## src/rtl/imem_loader_pkg.sv

```systemverilog
// imem_loader_pkg: shared definitions for the instruction-memory byte loader.
//   - default geometry of the target memory (word-address width, depth)
//   - 3-bit loader state encoding
//   - small helpers for the running checksum and the byte-accepting states
package imem_loader_pkg;

  localparam int DEF_ADDR_W = 11;
  localparam int DEF_DEPTH  = 2048;

  typedef enum logic [2:0] {
    ST_IDLE  = 3'd0,
    ST_LEN0  = 3'd1,
    ST_LEN1  = 3'd2,
    ST_DATA  = 3'd3,
    ST_WRITE = 3'd4,
    ST_CSUM  = 3'd5,
    ST_DONE  = 3'd6,
    ST_ERR   = 3'd7
  } state_e;

  // Running XOR over the length bytes and every data byte.
  function automatic logic [7:0] csum_update(input logic [7:0] csum, input logic [7:0] data);
    return csum ^ data;
  endfunction

  // States in which the loader pulls a byte from the stream.
  function automatic logic accepts_bytes(input state_e st);
    logic acc;
    case (st)
      ST_LEN0, ST_LEN1, ST_DATA, ST_CSUM: acc = 1'b1;
      default:                            acc = 1'b0;
    endcase
    return acc;
  endfunction

endpackage

```

## src/rtl/imem_loader.sv

```systemverilog
// imem_loader: framed byte-stream program loader for the instruction memory.
// Frame: length L (2 bytes, LSB first), 4*L data bytes (little-endian words),
// one checksum byte = XOR of the length and data bytes. The processor is held
// (w_hold=1) until a frame with a matching checksum has been written.
// Ports:
//   w_clk, w_rst_n           clock, asynchronous active-low reset
//   w_start                  single-cycle load request (honoured in IDLE/DONE/ERR)
//   w_byte_valid/w_byte      byte source, transfer when valid && ready
//   w_byte_ready             loader accepts a byte this cycle
//   w_mem_we/addr/din        instruction-memory write port, one pulse per word
//   w_hold, w_done, w_err    processor hold, load success / failure levels
//   w_word_cnt               words written in the current load
module imem_loader
  import imem_loader_pkg::*;
#(
  parameter int ADDR_W = DEF_ADDR_W,
  parameter int DEPTH  = DEF_DEPTH
) (
  input  logic              w_clk,
  input  logic              w_rst_n,
  input  logic              w_start,
  input  logic              w_byte_valid,
  input  logic [7:0]        w_byte,
  output logic              w_byte_ready,
  output logic              w_mem_we,
  output logic [ADDR_W-1:0] w_mem_addr,
  output logic [31:0]       w_mem_din,
  output logic              w_hold,
  output logic              w_done,
  output logic              w_err,
  output logic [15:0]       w_word_cnt
);

  state_e state_r;
  state_e next_state_s;

  // Datapath registers
  logic [15:0] len_r;
  logic [1:0]  byte_idx_r;
  logic [15:0] word_idx_r;
  logic [7:0]  csum_r;
  logic [31:0] shift_r;

  // Output registers and their next values
  logic              ready_r, ready_nxt_s;
  logic              we_r, we_nxt_s;
  logic [ADDR_W-1:0] addr_r, addr_nxt_s;
  logic [31:0]       din_r, din_nxt_s;
  logic              hold_r, hold_nxt_s;
  logic              done_r, done_nxt_s;
  logic              err_r, err_nxt_s;
  logic [15:0]       cnt_r, cnt_nxt_s;

  logic        xfer_s;
  logic        restart_s;
  logic [15:0] len_full_s;
  logic        len_too_big_s;
  logic        len_zero_s;
  logic        last_word_s;
  logic [31:0] shift_next_s;

  // ready_r mirrors the current state, so it is the handshake qualifier.
  assign xfer_s        = w_byte_valid && ready_r;
  assign restart_s     = w_start && ((state_r == ST_IDLE) || (state_r == ST_DONE) || (state_r == ST_ERR));
  assign len_full_s    = {w_byte, len_r[7:0]};
  assign len_too_big_s = ({16'd0, len_full_s} > 32'(DEPTH));
  assign len_zero_s    = (len_full_s == 16'd0);
  assign last_word_s   = ((word_idx_r + 16'd1) == len_r);
  // New byte enters at the top so the first byte ends up in bits 7:0.
  assign shift_next_s  = {w_byte, shift_r[31:8]};

  // State register
  always_ff @(posedge w_clk or negedge w_rst_n) begin
    if (!w_rst_n) begin
      state_r <= ST_IDLE;
    end else begin
      state_r <= next_state_s;
    end
  end

  // Next-state decode
  always_comb begin
    next_state_s = state_r;
    case (state_r)
      ST_IDLE, ST_DONE, ST_ERR: begin
        if (restart_s) next_state_s = ST_LEN0;
        else           next_state_s = state_r;
      end
      ST_LEN0: begin
        if (xfer_s) next_state_s = ST_LEN1;
        else        next_state_s = ST_LEN0;
      end
      ST_LEN1: begin
        if (!xfer_s)            next_state_s = ST_LEN1;
        else if (len_too_big_s) next_state_s = ST_ERR;
        else if (len_zero_s)    next_state_s = ST_CSUM;
        else                    next_state_s = ST_DATA;
      end
      ST_DATA: begin
        if (xfer_s && (byte_idx_r == 2'd3)) next_state_s = ST_WRITE;
        else                                next_state_s = ST_DATA;
      end
      ST_WRITE: begin
        if (last_word_s) next_state_s = ST_CSUM;
        else             next_state_s = ST_DATA;
      end
      ST_CSUM: begin
        if (!xfer_s)               next_state_s = ST_CSUM;
        else if (w_byte == csum_r) next_state_s = ST_DONE;
        else                       next_state_s = ST_ERR;
      end
      default: next_state_s = ST_IDLE;
    endcase
  end

  // Length, word assembly, indices and running checksum
  always_ff @(posedge w_clk or negedge w_rst_n) begin
    if (!w_rst_n) begin
      len_r      <= 16'd0;
      byte_idx_r <= 2'd0;
      word_idx_r <= 16'd0;
      csum_r     <= 8'd0;
      shift_r    <= 32'd0;
    end else if (restart_s) begin
      len_r      <= 16'd0;
      byte_idx_r <= 2'd0;
      word_idx_r <= 16'd0;
      csum_r     <= 8'd0;
      shift_r    <= 32'd0;
    end else begin
      case (state_r)
        ST_LEN0: begin
          if (xfer_s) begin
            len_r[7:0] <= w_byte;
            csum_r     <= csum_update(csum_r, w_byte);
          end
        end
        ST_LEN1: begin
          if (xfer_s) begin
            len_r[15:8] <= w_byte;
            csum_r      <= csum_update(csum_r, w_byte);
          end
        end
        ST_DATA: begin
          if (xfer_s) begin
            shift_r    <= shift_next_s;
            byte_idx_r <= byte_idx_r + 2'd1;
            csum_r     <= csum_update(csum_r, w_byte);
          end
        end
        ST_WRITE: begin
          word_idx_r <= word_idx_r + 16'd1;
        end
        default: begin
        end
      endcase
    end
  end

  // Output decode: next values of the registered outputs, keyed on the next state
  always_comb begin
    ready_nxt_s = accepts_bytes(next_state_s);
    we_nxt_s    = (next_state_s == ST_WRITE);
    hold_nxt_s  = (next_state_s != ST_DONE);
    done_nxt_s  = (next_state_s == ST_DONE);
    err_nxt_s   = (next_state_s == ST_ERR);
    // WRITE is only entered from DATA on the 4th byte, so shift_next_s is the full word.
    if (next_state_s == ST_WRITE) begin
      addr_nxt_s = word_idx_r[ADDR_W-1:0];
      din_nxt_s  = shift_next_s;
    end else begin
      addr_nxt_s = addr_r;
      din_nxt_s  = din_r;
    end
    if (restart_s) begin
      cnt_nxt_s = 16'd0;
    end else if (state_r == ST_WRITE) begin
      cnt_nxt_s = cnt_r + 16'd1;
    end else begin
      cnt_nxt_s = cnt_r;
    end
  end

  // Output registers
  always_ff @(posedge w_clk or negedge w_rst_n) begin
    if (!w_rst_n) begin
      ready_r <= 1'b0;
      we_r    <= 1'b0;
      addr_r  <= '0;
      din_r   <= 32'd0;
      hold_r  <= 1'b1;
      done_r  <= 1'b0;
      err_r   <= 1'b0;
      cnt_r   <= 16'd0;
    end else begin
      ready_r <= ready_nxt_s;
      we_r    <= we_nxt_s;
      addr_r  <= addr_nxt_s;
      din_r   <= din_nxt_s;
      hold_r  <= hold_nxt_s;
      done_r  <= done_nxt_s;
      err_r   <= err_nxt_s;
      cnt_r   <= cnt_nxt_s;
    end
  end

  assign w_byte_ready = ready_r;
  assign w_mem_we     = we_r;
  assign w_mem_addr   = addr_r;
  assign w_mem_din    = din_r;
  assign w_hold       = hold_r;
  assign w_done       = done_r;
  assign w_err        = err_r;
  assign w_word_cnt   = cnt_r;

endmodule

```

## config.mk

```make
export PLATFORM = sky130hd
export DESIGN_NAME = imem_loader
export DESIGN_NICKNAME = d
export VERILOG_FILES = /design/src/rtl/imem_loader_pkg.sv /design/src/rtl/imem_loader.sv
export SDC_FILE = /design/constraint.sdc
export NUM_CORES = 1
export LEC_CHECK = 0
export CORE_MARGIN = 4
export CORE_UTILIZATION = 45
export DETAILED_ROUTE_END_ITERATION = 6
export DONT_BUFFER_PORTS = 1
export GPL_TIMING_DRIVEN = 0
export PLACE_DENSITY_LB_ADDON = 0.15
export SLEW_MARGIN = 20
export SYNTH_ARGS = -nofsm -noshare
export SYNTH_HDL_FRONTEND = slang
export SYNTH_SLANG_ARGS = --single-unit
```

## constraint.sdc

```tcl
create_clock -name w_clk -period 2.5 [get_ports w_clk]
set_input_delay 0.5 -clock w_clk [delete_from_list [all_inputs] [get_ports w_clk]]
set_output_delay 0.5 -clock w_clk [all_outputs]
set_load 0.005 [all_outputs]
```

# Word level (Yosys, flattened, before mapping)
# Cells that the tools add are included.
[totals]
wordCells = 86
out_inout_bits = 64
ff_bits = 141
inputBits = 12
[op_classes]
bitwise_logic = 1
n_mux = 28
n_reduce_logical = 20
addsub = 3
n_lt_le_gt_ge = 1
n_eq_ne = 18
[op_table]
columns = ["operator", "n"]
rows = [
  ["two-way mux 32 bit", 3],
  ["two-way mux 16 bit", 5],
  ["two-way mux 8 bit", 6],
  ["adder 16 x 1 -> 16 bit (second input constant)", 2],
  ["equality test 3 bit (second input constant)", 8],
  ["two-way mux 3 bit", 6],
  ["case mux 3 bit (6 select lines)", 1],
  ["equality test 16 bit", 1],
  ["> comparator 16 x 12 -> 1 bit (second input constant)", 1],
  ["logical NOT 16 bit", 1],
  ["equality test 3 x 2 -> 1 bit (second input constant)", 4],
  ["nonzero test 2 bit", 6],
  ["two-way mux 2 bit", 5],
  ["equality test 8 bit", 1],
  ["AND reduction 2 bit", 4],
  ["XOR 8 bit", 1],
  ["equality test 3 x 1 -> 1 bit (second input constant)", 2],
  ["OR reduction 3 bit", 2],
  ["OR reduction 4 bit", 1],
  ["logical AND 1 bit", 3],
  ["logical NOT 3 bit", 1],
  ["inequality test 3 bit (second input constant)", 1],
  ["adder 2 x 1 -> 2 bit (second input constant)", 1],
  ["equality test 2 bit (second input constant)", 1],
  ["2 further kinds", 4],
]

# Depth between registers and ports, before layout
[logic_depth]
depth_word = 9
ltp_mapped = 7
depth_no_buf = 7

# Least setup slack after synthesis
# Ideal clock, no wire load.
[synth_path]
kind = "reg2reg"
start = "register word_idx_r[0]"
end = "register state_r[1]"
setup_ps = 124
required_time_ps = 2376
period_less_slack_ps = 2317
path_buffers = 0
path_slack_ps = 183
path_stages_with_launch = 8
t_arrival_ps = 2193
cell_sequence = "dfrtp_1 ha_1 nand2_1 o311a_1 or4_1 nor4_2 nand4_1 a211o_1"
[synth_between]
elab_chain_len = 4
[synth_rtl]
columns = ["item", "line_no", "rtl"]
rows = [
  ["from (decl)", "imem_loader.sv:40", "logic [15:0] word_idx_r;"],
  ["from (signal assigned)", "imem_loader.sv:152", "word_idx_r <= word_idx_r + 16'd1;"],
  ["adder 16 x 1 -> 16 bit", "imem_loader.sv:68", "assign last_word_s = ((word_idx_r + 16'd1) == len_r);"],
  ["equality test 16 bit", "imem_loader.sv:68", ""],
  ["two-way mux 3 bit", "imem_loader.sv:104", "if (last_word_s) next_state_s = ST_CSUM;"],
  ["case mux 3 bit (6 select lines)", "imem_loader.sv:84", "case (state_r)"],
  ["via next_state_s[1]", "imem_loader.sv:35", "state_e next_state_s;"],
  ["to (signal assigned)", "imem_loader.sv:77", "state_r <= next_state_s;"],
  ["to (decl)", "imem_loader.sv:34", "state_e state_r;"],
]
# The timed path passes the listed nets, and every way through them passes these cells.
# A chain may end at the register's enable or synchronous reset.

# Final worst setup path
[layout_path]
start = "register word_idx_r[5]"
end = "register state_r[1]"
# The elaborated chain is that of the path after synthesis.

==> impl_results.md <==
* Run status: finished with violations
* Failing checks: negative hold slack
* FP Rows at 42
* Via count at 4521
* Post-route insts no fill at between 800 and 900
* Initial antenna violation count at 0
* Max FO, Critical Path at 8
* CP arrival at 2.71 ns
* Area fraction of the dominant cell type after synthesis at 52.96%
* RR Endpoint: state_r[1]
* CTS tree: done
* GP Congestion at 0.8641
* Hold Crit Class: in -> async
* Critical Path End Type: register
* Mapped Cells at around 600
* Crit path largest cell delay at between 0.5 and 0.6 ns
* Clock Tree Root: clkbuf_16
* Register bit total from synthesis at 133
* Synth warnings at 0
* First-pass GRT wire length at roughly 25000 µm
* H-tree levels at 4
* Final Critical Period at around 2.4 ns
* Final Cycle Share at 96.10%
* Largest net degree at the start of global routing at around 130
* DIE WIDTH at roughly 130 µm
* Async S/R FF share, synth at 100.0%
* Nets@finish at 636
* Grt total ovfl at 0
* RSZ-0062 raised after global routing: no
* Leak pwr at around 0.0031 µW
* Post-synth EDFFs at 0
* WHS at -0.2230 ns
* Die footprint at between 15000 and 20000 µm²
* Placed insts at between 700 and 800
* DR WL/cell at roughly 19 µm
* Area Overhead vs Synth at 13.86%
* Worst-margin pin slew at 0.9643 ns
* Worst vdd ir at about 0.00062 V
* Max-capacitance violation count at 0
* Syn Nets at between 600 and 700
* Multi-input combinational cell area at about 2800 µm²
* Pre-CTS WS at -0.1753 ns
* CP bufs+invs at 0
* Core ar. at 13400 µm²
* Starting Density at between 40 and 50%
* Sinks on Clock Net at around 130
* Final HPWL DP at between 10000 and 15000 µm
* Type of origin of the critical path: register
* Max transition margin at 35.22%
* Main flop type after synthesis: dfrtp_1
* Crit path to: state_r[1]
* Synthesized area at 6237 µm²
* Worst path slowest cell: dfrtp_1
* Most common cell in the netlist: dfrtp_1
* Area leader, netlist: dfrtp_1
* Reg2Reg Depth at 6
* Worst Path Required at approximately 2.8 ns
* TritonCTS buffer count at 17
* First-pass DRT Iterations at 4
* Final slew viol count at 0
* Top delay family on crit path: simple AND/OR/NAND/NOR gates
* Synth unique cells at 55
* Final Hold Fails at 133
* Vias in the first global route at about 4500
* Simple-Gate Fraction of Synth Area at 16.45%
* Reg2Reg Launch Point: word_idx_r[5]
* Total GRT Usage at 20.24%
* Top post-synthesis cells by area: dfrtp_1, mux2_2, nand2_1
* Die H at 125.7 µm
* Post-route ant nets at 0
* Compound-gate portion of the synthesized area at a little under a tenth
* WL final at about 15000 µm
* Clock latency at the later pin of the worst-skew pair at roughly 0.42 ns
* Initial DRC Count at between 300 and 400
* Num ports at between 70 and 80
* Post-synthesis sequential area ratio at between 50% and 60%
* Largest family of logic cells by synthesized area: simple AND/OR/NAND/NOR gates
* Layout fillers at around 1200
* I/O Buffers at 0
* Final Worst Setup Slack at ~0.1 ns
* Fmax at roughly 0.42 GHz
* Synth top cells by count: dfrtp_1, nand2_1, nor2_1
* Worst reg-to-reg setup slack at between 0.09 and 0.1 ns
* FF+latch area at 3333 µm²
* Layout cell share with drive strength beyond 1 at 16.40%
* Worst-path clk slew at approximately 0.060 ns
* Fraction of the mapped netlist area in adder cells at less than 1%
* Pwr Density at 1137 nW/µm²
* N_diodes at 0
* Crit-path cells: nand3_4 > o311a_1 > or4_1 > nor4_2 > nand4_1 > a211o_1
* Max clock buf depth at 2
* Setup Skew at between 0.006 and 0.007 ns
* Worst path depth at 6
* Vias per cell at between 5 and 6
* Synthesized area per cell at approximately 10 µm²
* CP startpoint: word_idx_r[5]
* Post-synthesis xor/xnor area fraction at 7.442%
* DRC viols at 0
* Setup violators final at 0
* Mux cell area share after synthesis at approximately a tenth
* WS Path Type: reg -> reg
==> layer usage <==
metal / wire (µm) / part of all wire [%] / up-vias / GRT usage, %
met3: 855 / 5.6 / 17 / 5.927
met2: 6961 / 45 / 112 / 30.14
met5: 0 / 0 / - / 0
li1: - / - / 2136 / -
met4: 213 / 1.4 / 0 / 5.868
met1: 7318 / 48 / 2256 / 28.96
==> registers in the layout, summed over array words and instances, names as in the netlist <==
signal        count
csum_r            8
byte_idx_r        2
w_word_cnt       16
w_err             1
w_done            1
len_r            16
w_hold            1
shift_r          24
w_byte_ready      1
w_mem_din        32
w_mem_addr       11
word_idx_r       16
w_mem_we          1
state_r           3
==> kinds of logic after synthesis <==
family | after synthesis
simple gates | 218
compound gates | 95
flops | 133
fa+ha+maj | 3
mux | 58
buf+inv | 41
xor+xnor | 53
==> metrics by stage <==
step / area, µm² / hold slack (ns) / TNS [ns] / total power (µW) / util (%)
floorplan: 6237 / 0.2044 / 0 / 4970 / -
global placement: 6457 / 0.2109 / -2.797 / 5508 / 48.19
detailed placement: 6457 / 0.2101 / -4.679 / 5588 / 48.19
CTS: 7071 / -0.2365 / 0 / 8106 / 52.76
global route: 7102 / -0.2490 / 0 / 8590 / 53.00
finish: 7102 / -0.2230 / 0 / 8071 / 53.00
==> report_power, final <==
group	switching, µW	internal [µW]
combinational	1080	937
sequential	690	2890
clock	931	1550
total	2700	5370
==> worst register-to-register path: stages, from the launching register on <==
cell,delay [ns]
dfrtp_1,0.57
nand3_4,0.17
o311a_1,0.31
or4_1,0.53
nor4_2,0.23
nand4_1,0.18
a211o_1,0.29
==> cell type report <==
cell class	instances	area share, %
Buffer	34	1.973
Clock buffer	22	6.677
Clock inverter	10	1.709
Inverter	6	0.3171
Multi-Input combinational cell	427	39.08
Sequential cell	133	46.93
Tap cell	176	3.101
Timing Repair Buffer	2	0.2114
==> worst min-delay path by stage <==
stage,startpoint,to,slack [ns],cells past startpoint
5_1_grt,w_rst_n,word_idx_r[11],-0.25,0
2_1_floorplan,w_rst_n,byte_idx_r[0],0.20,0
6_report,w_rst_n,w_mem_addr[10],-0.22,0
3_5_place_dp,w_rst_n,w_mem_addr[10],0.21,0
4_1_cts,w_rst_n,w_mem_addr[10],-0.24,0
3_3_place_gp,w_rst_n,w_mem_addr[10],0.21,0
==> placed cells by master (no fill, tap or decap), drive strengths merged, types with 2 or more instances in the layout <==
| cell | netlist | routed |
|---|---|---|
| nor4 | 5 | 5 |
| nor3 | 7 | 7 |
| nand4 | 12 | 12 |
| nand2 | 78 | 78 |
| or3 | 7 | 7 |
| and3 | 8 | 8 |
| nand2b | 3 | 3 |
| nor2 | 63 | 63 |
| o31ai | 3 | 3 |
| a211oi | 3 | 3 |
| bufinv | 0 | 2 |
| o41ai | 5 | 5 |
| buf | 10 | 12 |
| and4 | 2 | 2 |
| xnor2 | 26 | 26 |
| mux2i | 14 | 14 |
| o21ai | 27 | 27 |
| mux2 | 44 | 44 |
| clkbuf | 25 | 46 |
| clkinv | 0 | 6 |
| or4 | 4 | 4 |
| nand3 | 16 | 16 |
| and2 | 6 | 6 |
| a21oi | 37 | 37 |
| dfrtp | 132 | 132 |
| xor2 | 27 | 27 |
| or2 | 2 | 2 |
| inv | 6 | 7 |
| a31oi | 4 | 4 |
| a21o | 2 | 2 |
| ha | 3 | 3 |
==> repair_timing <==
item / 4_1_cts / 5_1_grt
gates resized for setup: 5 / 6
hold endpoints to repair: 133 / 133
setup buffers: 0 / 2
pin swaps: 0 / 1
setup endpoints to repair: 41 / 14
No activity file was read; power rests on OpenSTA's default activity.
